**src/rtl/ultrasonido_pkg.sv**
```systemverilog
`default_nettype none
// ---------------------------------------------------------------------------
// ultrasonido_pkg : shared types and timing constants for the HC-SR04 emulator
// Rev 1.0
// ---------------------------------------------------------------------------
package ultrasonido_pkg;

   typedef enum logic [2:0] {
      IDLE    = 3'd0,
      TRIG_HI = 3'd1,
      BURST   = 3'd2,
      ECHO    = 3'd3,
      HOLDOFF = 3'd4
   } state_t;

   typedef logic [31:0] width_t;

   // Real-sensor timing at 100 MHz
   localparam int unsigned c_trig_min_cyc  = 1000;
   localparam int unsigned c_burst_dly_cyc = 20000;
   localparam int unsigned c_cyc_per_cm    = 5882;
   localparam int unsigned c_min_cm        = 2;
   localparam int unsigned c_max_cm        = 400;
   localparam int unsigned c_timeout_cyc   = 3800000;
   localparam int unsigned c_holdoff_cyc   = 1000000;

   // Shortened timing so simulations finish quickly
   localparam int unsigned c_sim_trig_min_cyc  = 10;
   localparam int unsigned c_sim_burst_dly_cyc = 20;
   localparam int unsigned c_sim_cyc_per_cm    = 5;
   localparam int unsigned c_sim_min_cm        = 2;
   localparam int unsigned c_sim_max_cm        = 400;
   localparam int unsigned c_sim_timeout_cyc   = 3000;
   localparam int unsigned c_sim_holdoff_cyc   = 50;

endpackage
`default_nettype wire

```
**src/rtl/trig_sync.sv**
```systemverilog
`default_nettype none
// ---------------------------------------------------------------------------
// trig_sync : 2-flop synchronizer with rise/fall edge detect on the result
// Rev 1.0
// ---------------------------------------------------------------------------
module trig_sync (
   input  logic clk,
   input  logic rst_n,
   input  logic i_trig,
   output logic o_rise,
   output logic o_fall
);

   logic r_meta;
   logic r_sync;
   logic r_prev;

   always_ff @(posedge clk) begin
      if (!rst_n) begin
         r_meta <= 1'b0;
         r_sync <= 1'b0;
         r_prev <= 1'b0;
      end else begin
         r_meta <= i_trig;
         r_sync <= r_meta;
         r_prev <= r_sync;
      end
   end

   assign o_rise = r_sync & ~r_prev;
   assign o_fall = ~r_sync & r_prev;

endmodule
`default_nettype wire

```
**src/rtl/ultrasonido_emulador.sv**
```systemverilog
`default_nettype none
// ---------------------------------------------------------------------------
// ultrasonido_emulador : HC-SR04 responder, echo width encodes distance in cm
// Rev 1.0
// ---------------------------------------------------------------------------
module ultrasonido_emulador
   import ultrasonido_pkg::*;
#(
   parameter int unsigned TRIG_MIN_CYC  = c_trig_min_cyc,
   parameter int unsigned BURST_DLY_CYC = c_burst_dly_cyc,
   parameter int unsigned CYC_PER_CM    = c_cyc_per_cm,
   parameter int unsigned MIN_CM        = c_min_cm,
   parameter int unsigned MAX_CM        = c_max_cm,
   parameter int unsigned TIMEOUT_CYC   = c_timeout_cyc,
   parameter int unsigned HOLDOFF_CYC   = c_holdoff_cyc
) (
   input  logic       clk,
   input  logic       rst_n,
   input  logic       trig,
   input  logic [8:0] dist_cm,
   output logic       echo,
   output logic       busy,
   output logic       meas_done,
   output logic       short_trig_err,
   output logic       ign_trig
);

   logic   w_rise;
   logic   w_fall;

   state_t r_state, w_state_nxt;
   width_t r_cnt,   w_cnt_nxt;
   width_t r_width, w_width_nxt;
   logic   r_echo,  w_echo_nxt;
   logic   r_busy;
   logic   r_meas,  w_meas_nxt;
   logic   r_short, w_short_nxt;
   logic   r_ign,   w_ign_nxt;

   width_t w_dist;
   width_t w_d;
   width_t w_echo_width;

   trig_sync u_trig_sync (
      .clk    (clk),
      .rst_n  (rst_n),
      .i_trig (trig),
      .o_rise (w_rise),
      .o_fall (w_fall)
   );

   assign w_dist       = width_t'(dist_cm);
   assign w_d          = (w_dist < width_t'(MIN_CM)) ? width_t'(MIN_CM) : w_dist;
   assign w_echo_width = (w_d > width_t'(MAX_CM)) ? width_t'(TIMEOUT_CYC)
                                                  : w_d * width_t'(CYC_PER_CM);

   // r_cnt is shared: trig width, burst delay, echo length and holdoff
   always_comb begin
      w_state_nxt = r_state;
      w_cnt_nxt   = r_cnt;
      w_width_nxt = r_width;
      w_echo_nxt  = 1'b0;
      w_meas_nxt  = 1'b0;
      w_short_nxt = 1'b0;
      w_ign_nxt   = 1'b0;
      case (r_state)
         IDLE: begin
            if (w_rise) begin
               w_state_nxt = TRIG_HI;
               w_cnt_nxt   = '0;
            end
         end
         TRIG_HI: begin
            if (w_fall) begin
               if (r_cnt >= width_t'(TRIG_MIN_CYC)) begin
                  w_width_nxt = w_echo_width;
                  w_state_nxt = BURST;
                  w_cnt_nxt   = width_t'(1);
               end else begin
                  w_short_nxt = 1'b1;
                  w_state_nxt = IDLE;
               end
            end else if (r_cnt < width_t'(TRIG_MIN_CYC)) begin
               w_cnt_nxt = r_cnt + width_t'(1);
            end
         end
         BURST: begin
            // Entry cycle already counts as one cycle after the synchronized fall
            if (r_cnt == width_t'(BURST_DLY_CYC) - width_t'(1)) begin
               w_state_nxt = ECHO;
               w_cnt_nxt   = width_t'(1);
               w_echo_nxt  = 1'b1;
            end else begin
               w_cnt_nxt = r_cnt + width_t'(1);
            end
         end
         ECHO: begin
            if (r_cnt == r_width) begin
               w_state_nxt = HOLDOFF;
               w_cnt_nxt   = width_t'(1);
               w_meas_nxt  = 1'b1;
            end else begin
               w_cnt_nxt  = r_cnt + width_t'(1);
               w_echo_nxt = 1'b1;
            end
         end
         HOLDOFF: begin
            if (r_cnt == width_t'(HOLDOFF_CYC)) begin
               w_state_nxt = IDLE;
               w_cnt_nxt   = '0;
            end else begin
               w_cnt_nxt = r_cnt + width_t'(1);
            end
         end
         default: begin
            w_state_nxt = IDLE;
            w_cnt_nxt   = '0;
         end
      endcase
      if (w_rise && (r_state == BURST || r_state == ECHO || r_state == HOLDOFF)) begin
         w_ign_nxt = 1'b1;
      end
   end

   always_ff @(posedge clk) begin
      if (!rst_n) begin
         r_state <= IDLE;
         r_cnt   <= '0;
         r_width <= '0;
         r_echo  <= 1'b0;
         r_busy  <= 1'b0;
         r_meas  <= 1'b0;
         r_short <= 1'b0;
         r_ign   <= 1'b0;
      end else begin
         r_state <= w_state_nxt;
         r_cnt   <= w_cnt_nxt;
         r_width <= w_width_nxt;
         r_echo  <= w_echo_nxt;
         r_busy  <= (w_state_nxt != IDLE);
         r_meas  <= w_meas_nxt;
         r_short <= w_short_nxt;
         r_ign   <= w_ign_nxt;
      end
   end

   assign echo           = r_echo;
   assign busy           = r_busy;
   assign meas_done      = r_meas;
   assign short_trig_err = r_short;
   assign ign_trig       = r_ign;

endmodule
`default_nettype wire
```
**config.mk**
```make
export PLATFORM = sky130hd
export DESIGN_NAME = ultrasonido_emulador
export DESIGN_NICKNAME = d
export VERILOG_FILES = /design/src/rtl/ultrasonido_pkg.sv /design/src/rtl/trig_sync.sv /design/src/rtl/ultrasonido_emulador.sv
export SDC_FILE = /design/constraint.sdc
export NUM_CORES = 1
export LEC_CHECK = 0
export CAP_MARGIN = 20
export CORE_UTILIZATION = 55
export CTS_CLUSTER_DIAMETER = 100
export CTS_CLUSTER_SIZE = 40
export DETAILED_ROUTE_END_ITERATION = 7
export PLACE_DENSITY = 0.77
export SLEW_MARGIN = 20
export SYNTH_ARGS = -nofsm -noshare
export SYNTH_HDL_FRONTEND = slang
export SYNTH_SLANG_ARGS = --single-unit
```
**constraint.sdc**
```tcl
create_clock -name clk -period 7.4 [get_ports clk]
set_input_delay 1.11 -clock clk [delete_from_list [all_inputs] [get_ports clk]]
set_output_delay 1.11 -clock clk [all_outputs]
set_load 0.01 [all_outputs]
```
# Word-level counts from Yosys, hierarchy flattened
# Index checks and enable logic that the tools add are counted.
# Widths: inputs -> output; s select.
# op_classes
addsub,1
mul,1
div,0
order_cmp,4
n_eq_ne,10
shift,0
mux,23
n_bitwise,4
reduce_logical,9
# ops
cell,count
$mux 32,7
$pmux 32 s5,1
$add 32x1->32 const B,1
$eq 32x15->1 const B,1
$eq 32x20->1 const B,1
$eq 32x32->1,1
$ge 32x10->1 const B,1
$lt 32x10->1 const B,1
$mux 22,1
$mul 9x12->21 const B,1
$mux 3,5
$pmux 3 s5,1
$gt 9x9->1 const B,1
$lt 9x2->1 const B,1
$mux 9,1
$reduce_and 3->1,3
$eq 3x2->1 const B,2
$mux 1,5
$eq 3x1->1 const B,1
$eq 3x3->1 const B,1
$logic_not 3->1,1
$ne 3x2->1 const B,1
$ne 3x3->1 const B,1
$reduce_bool 3->1,1
other kinds (8),11
# word_totals
reg_bits,75
latchBits,0
ram_bits,0
rom_bits,0
input_bits,12
out_inout_bits,5
word_cells,63
n_memories,0

# Depth between registers and ports, before layout
# depth
ltp_word,5
depth_mapped,21
depth_no_buf,21

# Hierarchy
# From an unflattened synthesis, not the netlist that was laid out.
# unflattened
cells_unflattened,634
hier_area_um2,5575.3
# by_module_without_submodules
mod,n_inst,cells_each,area_per_inst_um2
ultrasonido_emulador,1,626,5484.0
trig_sync,1,8,91.3

# Worst setup path before layout
# Ideal clock, no wire load.
# synth_timing
path_type,input to register
start,input port dist_cm[5]
end,register r_width[20]
setup_time_ps,126
arrival_ps,5323
setup_slack_ps,1950
cell_stages,18
n_path_buf,0
path_cell_list,nor3_1 -> nand4b_1 -> nand2_1 -> inv_1 -> fa_1 -> inv_1 -> fa_1 -> fa_1 -> fa_1 -> inv_1 -> ha_1 -> nor2b_1 -> o31a_1 -> o211ai_1 -> a21boi_0 -> o31ai_1 -> mux2i_1 -> a21oi_1
# synth_between
elab_chain_cells,4
word_cells_on_any_way,5
# synth_lines
element,line_no,rtl
start: declaration,ultrasonido_emulador.sv:20,"input logic [8:0] dist_cm,"
$lt 9x2->1,ultrasonido_emulador.sv:53,assign w_d = (w_dist < width_t'(MIN_CM)) ? width_t'(MIN_CM) : w_dist;
$mux 9 *,ultrasonido_emulador.sv:53,
$mul 9x12->21 or $gt 9x9->1 (tied branches),"ultrasonido_emulador.sv:55, ultrasonido_emulador.sv:54",
$mux 22 *,ultrasonido_emulador.sv:54,assign w_echo_width = (w_d > width_t'(MAX_CM)) ? width_t'(TIMEOUT_CYC)
end signal: assignment,ultrasonido_emulador.sv:138,r_width <= w_width_nxt;
end: declaration,ultrasonido_emulador.sv:33,"width_t r_width, w_width_nxt;"
# Mark *: on every way between the ends. The rest lies on a longest branch, timed or not.
# A chain may end at the register's enable or synchronous reset.

# Worst setup path in the final report
# layout_timing
start,input port dist_cm[4]
end,register r_width[20]
# The elaborated chain is that of the path after synthesis.

==> results.yml <==
synth:
  synth_edf_count: 0
  synth_compound_area_frac: 0.158
  ys_warn_count: 0
  async_flop_share: 0
  synth-adder-area-share: 0.254
  synth_top_area_frac: 0.232
  syn_inst: 648
  ys_seq_area_frac: 0.232
  yosys.area.top_type: "dfxtp_1"
  synth_flop_cell: "dfxtp_1"
  synthSimpleGateAreaFrac: 0.177
  synth_cell_types: 56
  synth_top_family_by_area: "adder cells"
  synth_xor_area_frac: 0.0905
  avgSynthCellArea_um2: 8.51
  yosysMostFrequentCell: "inv_1"
  muxShareOfSynthArea: 0.00363
  synth_nets: 749
  yosys_register_bits: 64
  synth.top_cells.by_count: "88 x inv_1, 64 x dfxtp_1, 51 x ha_1, 51 x nor2_1, 38 x fa_1"
  syn_area_mm2: 0.00552
  synthTopCellsByArea: "dfxtp_1 23%, fa_1 14%, ha_1 12%"
finish:
  fillerInstances: 856
  final_area_mm2: 0.00593
  drive_gt1_frac: 0.0475
  num-nets-final: 749
  multi_input_area_mm2: 0.00377
  area_delta_synth_final_pct: 7.44
  antenna_cells: 0
  final-seq-area_mm2: 0.00128
timing:
  hold_viol: 0
  rsz0062_at_grt: "no"
  fin_crit_ns: 6.37
  slew_viol_final: 0
  max_freq_mhz: 157
  setup_violations: 0
  layout_setup_ws_ns: 1.03
  finClkSkew_ns: 0.00767
  tns_ns: 0
  tightestPinTransition_ns: 1.00
  fin_crit_sh: 0.861
  slew_headroom: 0.329
worst_setup_path:
  r2r_slack_ns: 3.72
  crit_slowest_cell: "clkdlybuf4s50_1"
  max_stage_delay_ns: 0.60
  start_kind: "input pin"
  end_kind: "register"
  cp.required_ns: 7.62
  reg2reg_to: "r_cnt[31]$_SDFFE_PN0P_"
  reg2reg_depth: 7
  worstPathArrival_ns: 6.59
  r2r_start: "r_cnt[22]$_SDFFE_PN0P_"
  setup.worst_path.class: "in2reg"
  path_cells: "clkdlybuf4s50_1, nor3_1, nand4b_1, nand2_1, inv_1, fa_1, inv_1, fa_1, fa_1, fa_1, inv_1, ha_1, nor2b_1, o31a_1, o211ai_1, a21boi_0, o31ai_1, mux2i_1, a21oi_1"
  path_common_cell: "fa_1"
  path_max_fanout: 7
detailed_routing:
  drt_iter0_drc: 327
  routed_wl_mm: 13.0
  ant_nets: 0
  first_pass_iters: 5
  drcViolationCount: 0
  vias: 4662
  viasPerCell: 5.93
  wl_per_cell_um: 16.6
worst_hold_path:
  worst_hold_path.num_cells: 1
  holdPathEnd: "u_trig_sync.r_sync$_SDFF_PN0_"
  min_path_type: "reg2reg"
  hold_start: "u_trig_sync.r_meta$_SDFF_PN0_"
global_routing:
  grt_pass1_wl_mm: 21.3
  grt.overflow.total: 0
  grt_max_degree: 40
  grt_use_total: 0.264
  first_global_vias: 4450
  antenna_found_initial: 0
placed_design:
  postPlaceCellArea_mm2: 0.00575
  place_ws_ns: 0.755
  gp_congestion: 0.896
  port_buffers: 16
  dp_hpwl_mm: 10.2
cts:
  cts_buffer_depth: 2
  cts_made_buffers: 9
  cts_setup_buffers: 0
  hold_buffers: 0
  ctsResizeCount: 0
  cts-root-buf: "clkbuf_8"
  cts.sinks: 64
  cts_tree: "yes"
  clk_pin_slew_worst_paths_ns: 0.07
  insertion_delay_ns: 0.34
  htree_levels: 3
die:
  dieWidth_um: 102
  num_rows: 36
  dieArea_mm2: 0.0104
  core-area_mm2: 0.00973
  floorplan.initialDensity: 0.567
  pin_count: 17
  die_h_um: 102
run:
  max_cap_violations: 0
pwr:
  p_leak_nw: 2.64
  vdd_drop_max_v: 0.000168
  power.total_w: 0.00149
  power_density_mw_per_mm2: 252
outcome:
  status: "finished clean"
layout make-up:
class / instances / area share
Multi-Input combinational cell: 464 / 0.636
Sequential cell: 64 / 0.216
Inverter: 88 / 0.0557
Timing Repair Buffer: 21 / 0.0334
Tap cell: 133 / 0.0281
Clock buffer: 12 / 0.0228
Clock inverter: 4 / 0.00760
worst max-delay path, delay by kind of cell:
kind	cells	cell delay, ns
adder cells (fa/ha/maj)	5	2.21
AO/OA/AOI/OAI	5	1.27
AND/OR/NAND/NOR	4	0.89
buffers and inverters	4	0.86
multiplexers	1	0.23
flip-flops by register name, summed over array words and instances (netlist names):
signal,count
r_cnt,32
r_width,21
r_state,3
busy,1
echo,1
ign_trig,1
meas_done,1
short_trig_err,1
u_trig_sync.r_meta,1
u_trig_sync.r_prev,1
u_trig_sync.r_sync,1
through the flow:
step	utilization	instances	hold WS [ns]
2_1_floorplan	-	648	0.412
3_3_place_gp	0.590	769	0.432
3_5_place_dp	0.591	770	0.447
4_1_cts	0.609	786	0.466
5_1_grt	0.609	786	0.474
6_report	0.609	786	0.451
kinds of logic after synthesis:
kind of cell / count (synthesis)
mux: 2
fa+ha+maj: 89
simple gates: 188
compound gates: 128
buf+inv: 120
flops: 64
xor+xnor: 57
worst max-delay path by stage:
stage / start / to / slack (ns) / depth (start not counted)
after floorplan: dist_cm[5] / r_width[20]$_SDFFE_PN0P_ / 1.95 / 18
after CTS: dist_cm[7] / r_width[20]$_SDFFE_PN0P_ / 1.08 / 19
after detailed placement: dist_cm[7] / r_width[20]$_SDFFE_PN0P_ / 0.76 / 19
after global placement: dist_cm[7] / r_width[16]$_SDFFE_PN0P_ / 0.97 / 19
final: dist_cm[4] / r_width[20]$_SDFFE_PN0P_ / 1.03 / 19
after global routing: dist_cm[4] / r_width[20]$_SDFFE_PN0P_ / 0.69 / 19
placed cells by master, fill, tap and decap left out, types with 3 or more instances in the layout:
master	instances
buf_4	5
clkinv_2	3
nor2b_1	10
a211o_1	3
o21a_1	5
a21oi_1	29
o21ai_0	25
clkbuf_1	3
and2_1	10
nand2_1	30
a2111oi_2	3
a211oi_1	15
or4_1	9
and3_1	8
xnor2_1	25
nand4_1	5
xor2_1	32
or2_2	3
a21o_1	6
nor2_1	51
nand2b_1	5
clkbuf_8	9
o211ai_1	4
dfxtp_1	64
nor4_1	9
clkdlybuf4s50_1	16
inv_1	88
nand3_1	18
o31ai_1	10
a31oi_1	3
a22oi_1	5
fa_1	38
nor3_1	12
or3_1	6
ha_1	51
layer usage:
metal / wire (µm) / track usage / vias to the layer above
li1: - / - / 2204
met1: 6030 / 0.360 / 2287
met2: 6070 / 0.427 / 152
met3: 738 / 0.0602 / 19
met4: 181 / 0.0571 / 0
met5: 0 / 0 / -
report_power, final:
group	switching [W]	internal, W
clock network	0.000130	0.000154
logic	0.000509	0.000352
registers	0.00000259	0.000346
Power figures use the tool's default switching activity.
